### config.mk
export PLATFORM = sky130hd
export DESIGN_NAME = load_store_unit
export DESIGN_NICKNAME = d
export VERILOG_FILES = /design/src/rtl/rv32_mem_pkg.sv /design/src/rtl/load_store_unit_load_extend.sv /design/src/rtl/load_store_unit.sv
export SDC_FILE = /design/constraint.sdc
export NUM_CORES = 1
export LEC_CHECK = 0
export CORE_MARGIN = 4
export CORE_UTILIZATION = 45
export CTS_BUF_LIST = sky130_fd_sc_hd__clkbuf_8 sky130_fd_sc_hd__clkbuf_16
export CTS_CLUSTER_DIAMETER = 30
export DETAILED_ROUTE_END_ITERATION = 8
export PLACE_DENSITY = 0.75
export SLEW_MARGIN = 10
export SYNTH_ARGS = -nofsm -noshare
export SYNTH_HDL_FRONTEND = slang
export SYNTH_SLANG_ARGS = --single-unit
### constraint.sdc
create_clock -name clk_i -period 4.05 [get_ports clk_i]
set_input_delay 0.81 -clock clk_i [delete_from_list [all_inputs] [get_ports clk_i]]
set_output_delay 0.81 -clock clk_i [all_outputs]
set_load 0.01 [all_outputs]
### src/rtl/rv32_mem_pkg.sv
// ============================================================================
// Module : rv32_mem_pkg
// Brief  : Shared RV32 memory-access constants, LSU state type and size helper.
// Rev    : 1.0  initial release
// ============================================================================
`default_nettype none

package rv32_mem_pkg;

    localparam logic [2:0] F3_LB  = 3'd0;
    localparam logic [2:0] F3_LH  = 3'd1;
    localparam logic [2:0] F3_LW  = 3'd2;
    localparam logic [2:0] F3_LBU = 3'd4;
    localparam logic [2:0] F3_LHU = 3'd5;
    localparam logic [2:0] F3_SB  = 3'd0;
    localparam logic [2:0] F3_SH  = 3'd1;
    localparam logic [2:0] F3_SW  = 3'd2;

    typedef enum logic [1:0] {
        ST_IDLE   = 2'd0,
        ST_ACCESS = 2'd1,
        ST_RESP   = 2'd2
    } lsu_state_e;

    // Bytes touched by an access; the unsigned variants share the low bits.
    function automatic logic [2:0] access_size(input logic [2:0] funct3);
        case (funct3[1:0])
            2'd0:    access_size = 3'd1;
            2'd1:    access_size = 3'd2;
            default: access_size = 3'd4;
        endcase
    endfunction

endpackage

`default_nettype wire

### src/rtl/load_store_unit_load_extend.sv
// ============================================================================
// Module : load_extend
// Brief  : Extracts and sign/zero-extends a load result from a big-endian word.
// Rev    : 1.0  initial release
// ============================================================================
`default_nettype none

module load_extend
    import rv32_mem_pkg::*;
(
    input  logic [31:0] word_i,
    input  logic [2:0]  funct3_i,
    output logic [31:0] rdata_o
);

    always_comb begin
        rdata_o = 32'd0;
        case (funct3_i)
            F3_LB:   rdata_o = {{24{word_i[31]}}, word_i[31:24]};
            F3_LBU:  rdata_o = {24'd0, word_i[31:24]};
            F3_LH:   rdata_o = {{16{word_i[31]}}, word_i[31:16]};
            F3_LHU:  rdata_o = {16'd0, word_i[31:16]};
            F3_LW:   rdata_o = word_i;
            default: rdata_o = 32'd0;
        endcase
    end

endmodule

`default_nettype wire

### src/rtl/load_store_unit.sv
// ============================================================================
// Module : load_store_unit
// Brief  : RV32 load/store initiator for a big-endian sb/sw-only data memory.
// Rev    : 1.0  initial release
// ============================================================================
`default_nettype none

module load_store_unit
    import rv32_mem_pkg::*;
#(
    parameter logic [31:0] ADDR_LIMIT  = 32'd1024,
    parameter bit          CHECK_ALIGN = 1'b1
) (
    input  logic        clk_i,
    input  logic        rst_i,
    input  logic        req_valid_i,
    output logic        req_ready_o,
    input  logic        req_we_i,
    input  logic [2:0]  req_funct3_i,
    input  logic [31:0] req_addr_i,
    input  logic [31:0] req_wdata_i,
    output logic        resp_valid_o,
    output logic        resp_err_o,
    output logic [31:0] resp_rdata_o,
    output logic        mem_we_o,
    output logic [2:0]  mem_funct3_o,
    output logic [31:0] mem_address_o,
    output logic [31:0] mem_write_data_o,
    input  logic [31:0] mem_read_data_i
);

    lsu_state_e  state_q, state_d;
    logic        we_q, we_d;
    logic [2:0]  funct3_q, funct3_d;
    logic [31:0] addr_q, addr_d;
    logic [31:0] wdata_q, wdata_d;
    logic        err_q, err_d;
    logic        cnt_q, cnt_d;
    logic [31:0] word_q, word_d;

    logic [2:0]  w_size;
    logic [32:0] w_last;
    logic        w_f3_illegal;
    logic        w_range_err;
    logic        w_misalign;
    logic        w_req_err;
    logic        w_accept;
    logic [31:0] w_ext;

    // Last byte computed in 33 bits so an address wrap is caught as out of range.
    assign w_size       = access_size(req_funct3_i);
    assign w_last       = {1'b0, req_addr_i} + {30'd0, w_size} - 33'd1;
    assign w_range_err  = (w_last > {1'b0, ADDR_LIMIT});
    assign w_f3_illegal = req_we_i ? (req_funct3_i > 3'd2)
                                   : ((req_funct3_i == 3'd3) || (req_funct3_i[2:1] == 2'b11));
    assign w_misalign   = CHECK_ALIGN &&
                          (((req_funct3_i[1:0] == 2'd1) && req_addr_i[0]) ||
                           ((req_funct3_i[1:0] == 2'd2) && (req_addr_i[1:0] != 2'd0)));
    assign w_req_err    = w_f3_illegal || w_range_err || w_misalign;
    assign w_accept     = req_valid_i && (state_q == ST_IDLE);

    load_extend u_load_extend (
        .word_i   (word_q),
        .funct3_i (funct3_q),
        .rdata_o  (w_ext)
    );

    always_ff @(posedge clk_i or posedge rst_i) begin
        if (rst_i) begin
            state_q  <= ST_IDLE;
            we_q     <= 1'b0;
            funct3_q <= 3'd0;
            addr_q   <= 32'd0;
            wdata_q  <= 32'd0;
            err_q    <= 1'b0;
            cnt_q    <= 1'b0;
            word_q   <= 32'd0;
        end else begin
            state_q  <= state_d;
            we_q     <= we_d;
            funct3_q <= funct3_d;
            addr_q   <= addr_d;
            wdata_q  <= wdata_d;
            err_q    <= err_d;
            cnt_q    <= cnt_d;
            word_q   <= word_d;
        end
    end

    always_comb begin
        state_d  = state_q;
        we_d     = we_q;
        funct3_d = funct3_q;
        addr_d   = addr_q;
        wdata_d  = wdata_q;
        err_d    = err_q;
        cnt_d    = cnt_q;
        word_d   = word_q;
        case (state_q)
            ST_IDLE: begin
                if (w_accept) begin
                    we_d     = req_we_i;
                    funct3_d = req_funct3_i;
                    addr_d   = req_addr_i;
                    wdata_d  = req_wdata_i;
                    err_d    = w_req_err;
                    cnt_d    = 1'b0;
                    state_d  = w_req_err ? ST_RESP : ST_ACCESS;
                end
            end
            ST_ACCESS: begin
                if (!we_q) begin
                    word_d = mem_read_data_i;
                end
                if (we_q && (funct3_q == F3_SH) && !cnt_q) begin
                    cnt_d = 1'b1;
                end else begin
                    state_d = ST_RESP;
                end
            end
            ST_RESP:  state_d = ST_IDLE;
            default:  state_d = ST_IDLE;
        endcase
    end

    always_comb begin
        req_ready_o      = (state_q == ST_IDLE);
        resp_valid_o     = (state_q == ST_RESP);
        resp_err_o       = (state_q == ST_RESP) && err_q;
        resp_rdata_o     = ((state_q == ST_RESP) && !err_q && !we_q) ? w_ext : 32'd0;
        mem_we_o         = 1'b0;
        mem_funct3_o     = 3'd0;
        mem_address_o    = 32'd0;
        mem_write_data_o = 32'd0;
        if (state_q == ST_ACCESS) begin
            mem_address_o = addr_q;
            if (we_q) begin
                mem_we_o = 1'b1;
                case (funct3_q)
                    F3_SW: begin
                        mem_funct3_o     = 3'd2;
                        mem_write_data_o = wdata_q;
                    end
                    // Halfword goes out high byte first, matching big-endian order.
                    F3_SH: begin
                        mem_address_o    = addr_q + {31'd0, cnt_q};
                        mem_write_data_o = {24'd0, cnt_q ? wdata_q[7:0] : wdata_q[15:8]};
                    end
                    default: mem_write_data_o = {24'd0, wdata_q[7:0]};
                endcase
            end
        end
    end

endmodule

`default_nettype wire

==> results.json, run 1 <==
{
  "power.internal_uw": 2170,
  "setup_viol": 3,
  "path_clk_slew_ns": 0.07,
  "vias": 8801,
  "netSwitchingFraction_pct": 32.8,
  "synth_warnings": 0,
  "syn_area_um2": 7930,
  "clk_latency_ns": 0.36,
  "power_density_nw_per_um2": 271,
  "place_area_um2": 11200,
  "drv_cap": 0,
  "hp-class": "reg -> reg",
  "worst_pin_slew_ns": 1.03,
  "cts_buffers": 9,
  "synth.area.top_cells": "dfrtp_1, nand2_1, ha_1, a21oi_1, mux2_2",
  "hold_viol": 0,
  "multiInputGateArea_um2": 4980,
  "antennaDiodeCount": 0,
  "power_frac_seq_pct": 38.3,
  "stdcell_area_um2": 11900,
  "synth_cell_types": 74,
  "skew_ns": 0.00976,
  "synthDominantCellAreaShare_pct": 32.8,
  "status": "complete, but fails checks",
  "yosysMostFrequentCell": "nand2_1",
  "synth_common_cells": "nand2_1, dfrtp_1, a21oi_1",
  "antenna_left": 0,
  "synth-async-reset-ratio_pct": 100,
  "io_buffer_count": 203,
  "worst-path-max-fanout": 3,
  "gp_congestion": 0.937,
  "dp_slack_ns": -1.04,
  "maxSlewHeadroom_pct": 31.1,
  "dr.pass1.iters": 5,
  "avgSynthCellArea_um2": 7.70,
  "fin_ws_ns": -0.132,
  "clkSinkCount": 104,
  "synth_top_area_cell": "dfrtp_1",
  "synth_cells": 1030,
  "coreArea_um2": 17300,
  "syn_to_final_growth_pct": 50.7,
  "ys_seq_area_share_pct": 32.8,
  "power_uw": 3230,
  "violations": "setup timing",
  "fmax_ghz": 0.239,
  "cts_tree": "built",
  "nFillCells": 1441,
  "die_y_um": 141,
  "p_comb_share_pct": 32.8,
  "die_x_um": 141,
  "place.detailed.hpwl_mm": 20.8,
  "ios": 206,
  "slew_violations": 0,
  "drc": 0,
  "arrival_ns": 4.44,
  "peakVddDrop_v": 0.000179,
  "wl_mm": 28.0,
  "synth_compound_area_share_pct": 18.6,
  "pwr-share-clk_pct": 28.9,
  "p_switching_uw": 1060,
  "worstSetupStartpointType": "input pin",
  "start_util_pct": 45.8,
  "synth-simple-area-share_pct": 27.5,
  "regArea_um2": 2600,
  "rsz0062_at_grt": "yes",
  "drt-initial-drc-count": 758,
  "crit_path_max_incr_delay_ns": 0.52,
  "overflow": 0,
  "antenna_found_initial": 0,
  "cts-root-buf": "clkbuf_16",
  "grt_max_degree": 59,
  "cts_max_level": 3,
  "clock_path_buffers": 2,
  "grt_pass1_wl_mm": 43.8,
  "synth-edff-count": 0,
  "path_delay_family": "simple AND/OR/NAND/NOR gates",
  "grt.total_usage_pct": 27.3,
  "synth_top_family_by_area": "simple AND/OR/NAND/NOR gates",
  "criticalPathCategory": "in -> reg",
  "synth_mux_area_share_pct": 5.05,
  "first_global_vias": 8480,
  "die_area_um2": 19800,
  "synth.ff_latch_count": 104,
  "synthXorXnorAreaFrac_pct": 3.65,
  "ys.flop_type": "dfrtp_1",
  "period_share_pct": 103,
  "drive_above_1_share_pct": 21.5,
  "leakage_uw": 0.00531,
  "worst-path-buf-inv": 3,
  "nNetsFinal": 1521,
  "fp-row-count": 48,
  "critical_path_required_ns": 4.31,
  "finalCriticalPeriod_ns": 4.18,
  "wl_per_cell_um": 17.4,
  "crit_chain": "buf_8 -> or2_4 -> ha_4 -> inv_4 -> ha_4 -> inv_2 -> fa_2 -> nand2_2 -> nor3_2 -> o21ai_1 -> or4_1 -> a2111o_1 -> a221oi_2 -> nor4b_4 -> nand4_1 -> or4_1 -> o31ai_2",
  "cp-end-kind": "flip-flop",
  "cp_slowest_cell": "fa_2",
  "synthAdderAreaFrac_pct": 5.94,
  "viasPerCell": 5.46
}
## state kept, by name, indices dropped and copies added (netlist names)
signal and cells:
err_q 1, funct3_q 3, word_q 32, addr_q 32
wdata_q 32, cnt_q 1, we_q 1, state_q 2
## through the flow
stage          cells  hold slack [ns]  TNS (ns)  utilization [%]
2_1_floorplan   1031            0.437    -0.304                -
3_3_place_gp    1561            0.448     -2.51             64.6
3_5_place_dp    1561            0.455     -2.88             64.6
4_1_cts         1607            0.475     -1.02             68.2
5_1_grt         1611            0.491     -1.01             69.1
6_report        1611            0.475    -0.244             69.1
## layout by cell type (no fill, tap or decap), drive strengths merged, types with 4 or more instances in the layout
master           n
or4              4
buf            194
o21a             6
clkdlybuf4s50  198
nor4             5
o211ai           4
nor4b            4
inv             63
xor2            15
ha              36
nand2          227
nor3            15
nor2b           16
o21ai           69
xnor2           18
nor2            81
a221oi          11
dfrtp          104
nor3b            6
nand3           24
mux2            32
nand4           11
a211oi           7
and3            12
or3             12
mux2i            4
and2            29
or3b             4
a21o            17
nand2b           5
a21oi           86
clkbuf          10
## kinds of logic after synthesis
kind of cell    Yosys count
simple gates            467
compound gates          236
buf+inv                 116
flops                   104
fa+ha+maj                37
mux                      36
xor+xnor                 33
other cells               1
## area by class of cell
cell class | count | area share [%]
sequential | 104 | 21.8
multi-input combinational | 811 | 41.7
timing repair buffer | 394 | 29.5
tap | 225 | 2.36
clock inverter | 6 | 0.639
clock buffer | 10 | 2.00
inverter | 61 | 1.96
## path summary, 6_finish.rpt
| check | startpoint | endpoint | slack, ns | cells past startpoint |
|---|---|---|---|---|
| max in group asynchronous | rst_i | wdata_q[2]$_DFFE_PP0P_ | 2.37 | 3 |
| min in group asynchronous | rst_i | word_q[30]$_DFFE_PP0P_ | 0.93 | 2 |
| min | wdata_q[31]$_DFFE_PP0P_ | wdata_q[31]$_DFFE_PP0P_ | 0.47 | 2 |
| max reg2reg | state_q[0]$_DFFE_PP0P_ | wdata_q[13]$_DFFE_PP0P_ | 1.98 | 5 |
| min reg2reg | wdata_q[31]$_DFFE_PP0P_ | wdata_q[31]$_DFFE_PP0P_ | 0.47 | 2 |
| max | req_funct3_i[0] | state_q[0]$_DFFE_PP0P_ | -0.13 | 17 |
## tightest hold or removal path, delay by kind of cell, from the launching register on
kind | cells | cell delay, ns
flip-flops | 1 | 0.34
AND/OR/NAND/NOR | 2 | 0.10
## repair_timing
action	in CTS	in global routing
endpoints found under the hold margin	0	0
setup endpoints to repair	6	17
gates resized for setup	33	35
hold buffers	0	0
setup buffers	30	6
pin swaps	11	23
## power groups by stage
stage,Sequential [uW],Clock (uW),Combinational [uW]
CTS,1230,944,1030
floorplan,1220,0,573
global placement,1250,0,973
detailed placement,1250,0,985
finish,1240,934,1060
global route,1250,994,1170
## metal layers
metal / wire length [um] / global-route usage [%] / vias to the layer above
met5: 0 / 0 / -
met4: 1140 / 11.8 / 0
met3: 1850 / 4.07 / 83
met2: 13400 / 46.4 / 369
met1: 11600 / 34.6 / 4109
li1: - / - / 4240
Note: power is estimated with default switching activity, not from simulation.
==> run 2, diff against run 1 <==
--- a/config.mk
+++ b/config.mk
@@ -5,7 +5,7 @@
 export SDC_FILE = /design/constraint.sdc
 export NUM_CORES = 1
 export LEC_CHECK = 0
-export CORE_MARGIN = 4
+export CORE_MARGIN = 5
 export CORE_UTILIZATION = 45
 export CTS_BUF_LIST = sky130_fd_sc_hd__clkbuf_8 sky130_fd_sc_hd__clkbuf_16
 export CTS_CLUSTER_DIAMETER = 30
==> constraint.sdc (replaced) <==
create_clock -name clk_i -period 4.05 [get_ports clk_i]
set_input_delay 0.405 -clock clk_i [delete_from_list [all_inputs] [get_ports clk_i]]
set_output_delay 0.405 -clock clk_i [all_outputs]
set_load 0.01 [all_outputs]
==> run 2 against run 1 <==
  * Cell area shrank 5.8%
  * Combinational power shrank 8%
  * Final cell count shrank 5.0%
  * The flow now finishes without violations
==> results.json, run 2 (same netlist as run 1, synthesis figures left out) <==
{
  "wl_per_cell_um": 16.8,
  "arrival_ns": 4.25,
  "die_y_um": 143,
  "overflow": 0,
  "nFillCells": 1564,
  "viasPerCell": 5.43,
  "antenna_found_initial": 0,
  "drt-initial-drc-count": 527,
  "skew_ns": 0.0144,
  "die_x_um": 143,
  "peakVddDrop_v": 0.000278,
  "critical_path_required_ns": 4.30,
  "syn_to_final_growth_pct": 42.0,
  "place_area_um2": 10800,
  "r2r-start": "state_q[0]$_DFFE_PP0P_",
  "gp_congestion": 0.945,
  "leakage_uw": 0.00490,
  "rsz0062_at_grt": "yes",
  "cts_buffers": 9,
  "power_uw": 3100,
  "first_global_vias": 8025,
  "fmax_ghz": 0.250,
  "power.internal_uw": 2060,
  "dr.pass1.iters": 5,
  "stdcell_area_um2": 11300,
  "place.detailed.hpwl_mm": 20.5,
  "finalCriticalPeriod_ns": 3.99,
  "p_switching_uw": 1040,
  "hp-start": "req_funct3_i[0]",
  "nNetsFinal": 1441,
  "wl_mm": 25.7,
  "top_regs": "addr_q (32), wdata_q (32), word_q (32)",
  "period_share_pct": 98.6,
  "grt.total_usage_pct": 24.8,
  "hp-class": "in -> reg",
  "hold_viol": 0,
  "worst-path-max-fanout": 3,
  "drv_cap": 0,
  "clk_latency_ns": 0.36,
  "setup_viol": 0,
  "worst_pin_slew_ns": 1.02,
  "antenna_left": 0,
  "maxSlewHeadroom_pct": 31.9,
  "slew_violations": 0,
  "pwr-share-clk_pct": 28.7,
  "p_comb_share_pct": 31.6,
  "coreArea_um2": 17300,
  "antennaDiodeCount": 0,
  "fin_tns_setup_ns": 0,
  "drive_above_1_share_pct": 15.7,
  "cts_max_level": 3,
  "final_common_cell": "nand2_1",
  "worstSetupStartpoint": "req_funct3_i[1]",
  "ios": 206,
  "clkSinkCount": 104,
  "cts_tree": "built",
  "vias": 8307,
  "grt_pass1_wl_mm": 41.2,
  "power_frac_seq_pct": 39.8,
  "criticalPathCategory": "in -> reg",
  "netSwitchingFraction_pct": 33.4,
  "clock_path_buffers": 2,
  "crit_chain": "buf_8 -> or2_4 -> ha_4 -> inv_2 -> ha_4 -> inv_2 -> fa_1 -> nand2_1 -> nor3_2 -> o21ai_1 -> or4_1 -> a2111o_1 -> a221oi_2 -> nor4b_2 -> nand4_1 -> or4_1 -> o31ai_2",
  "fp-row-count": 48,
  "drc": 0,
  "path_clk_slew_ns": 0.07,
  "worstSetupStartpointType": "input pin",
  "cts-root-buf": "clkbuf_16",
  "cp_slowest_cell": "fa_1",
  "grt_max_degree": 58,
  "io_buffer_count": 203,
  "start_util_pct": 45.8,
  "final_cell_mix": "nand2_1, clkdlybuf4s50_1, buf_4",
  "status": "complete, no violations",
  "power_density_nw_per_um2": 275,
  "crit_path_max_incr_delay_ns": 0.53,
  "cp-end-kind": "flip-flop",
  "die_area_um2": 20400,
  "final_util_pct": 65.1,
  "cts_hold_buf": 0
}
-- run 2: through the flow --
stage | hold slack [ns] | setup WS (ns) | std cells
after global placement | 0.450 | -0.634 | 1514
after CTS | 0.474 | 0.00511 | 1530
after global routing | 0.402 | -0.0829 | 1531
final | 0.391 | 0.0563 | 1531
after detailed placement | 0.454 | -0.749 | 1514
after floorplan | 0.437 | 0.0558 | 1031
-- run 2: final timing paths --
kind | endpoint | slack [ns] | depth (start not counted)
setup / recovery | state_q[0]$_DFFE_PP0P_ | 0.06 | 17
hold / removal | funct3_q[0]$_DFFE_PP0P_ | 0.39 | 4
setup reg to reg | err_q$_DFFE_PP0P_ | 1.98 | 4
hold reg to reg | wdata_q[25]$_DFFE_PP0P_ | 0.47 | 2
max in group asynchronous | state_q[0]$_DFFE_PP0P_ | 2.83 | 3
min in group asynchronous | wdata_q[9]$_DFFE_PP0P_ | 0.48 | 2
-- run 2: layer usage --
layer | up-vias | track usage, % | routed length, um
li1 | 4086 | - | -
met1 | 3935 | 33.2 | 11400
met2 | 259 | 42.4 | 12300
met3 | 27 | 3.58 | 1590
met4 | 0 | 6.20 | 396
met5 | - | 0 | 0
-- run 2: area by class of cell --
type                    count  area, um^2  share of cell area, %
inverters                  61         234                   2.08
flip-flops and latches    104        2600                   23.1
clock inverters             6        61.3                  0.545
repair buffers            314        2890                   25.6
multi-input cells         811        4950                   44.0
clock buffers              10         239                   2.12
well taps                 225         282                   2.50
-- run 2: worst max-delay path: cells and delay by family --
family	cells	cell delay (ns)
simple gates	7	1.85
compound gates	4	0.97
fa+ha+maj	3	0.82
buf+inv	3	0.20
-- run 2: power groups by stage --
stage               registers [uW]  logic, uW  clock network, uW
finish                        1230        977                888
global route                  1250       1080                948
CTS                           1230        952                901
detailed placement            1250        941                  0
global placement              1250        932                  0
floorplan                     1220        572                  0
-- run 2: repair_timing --
action	in CTS	in global routing
endpoints found under the setup margin	3	3
buffers inserted	0	1
resized for setup	13	33
pin swaps	8	22
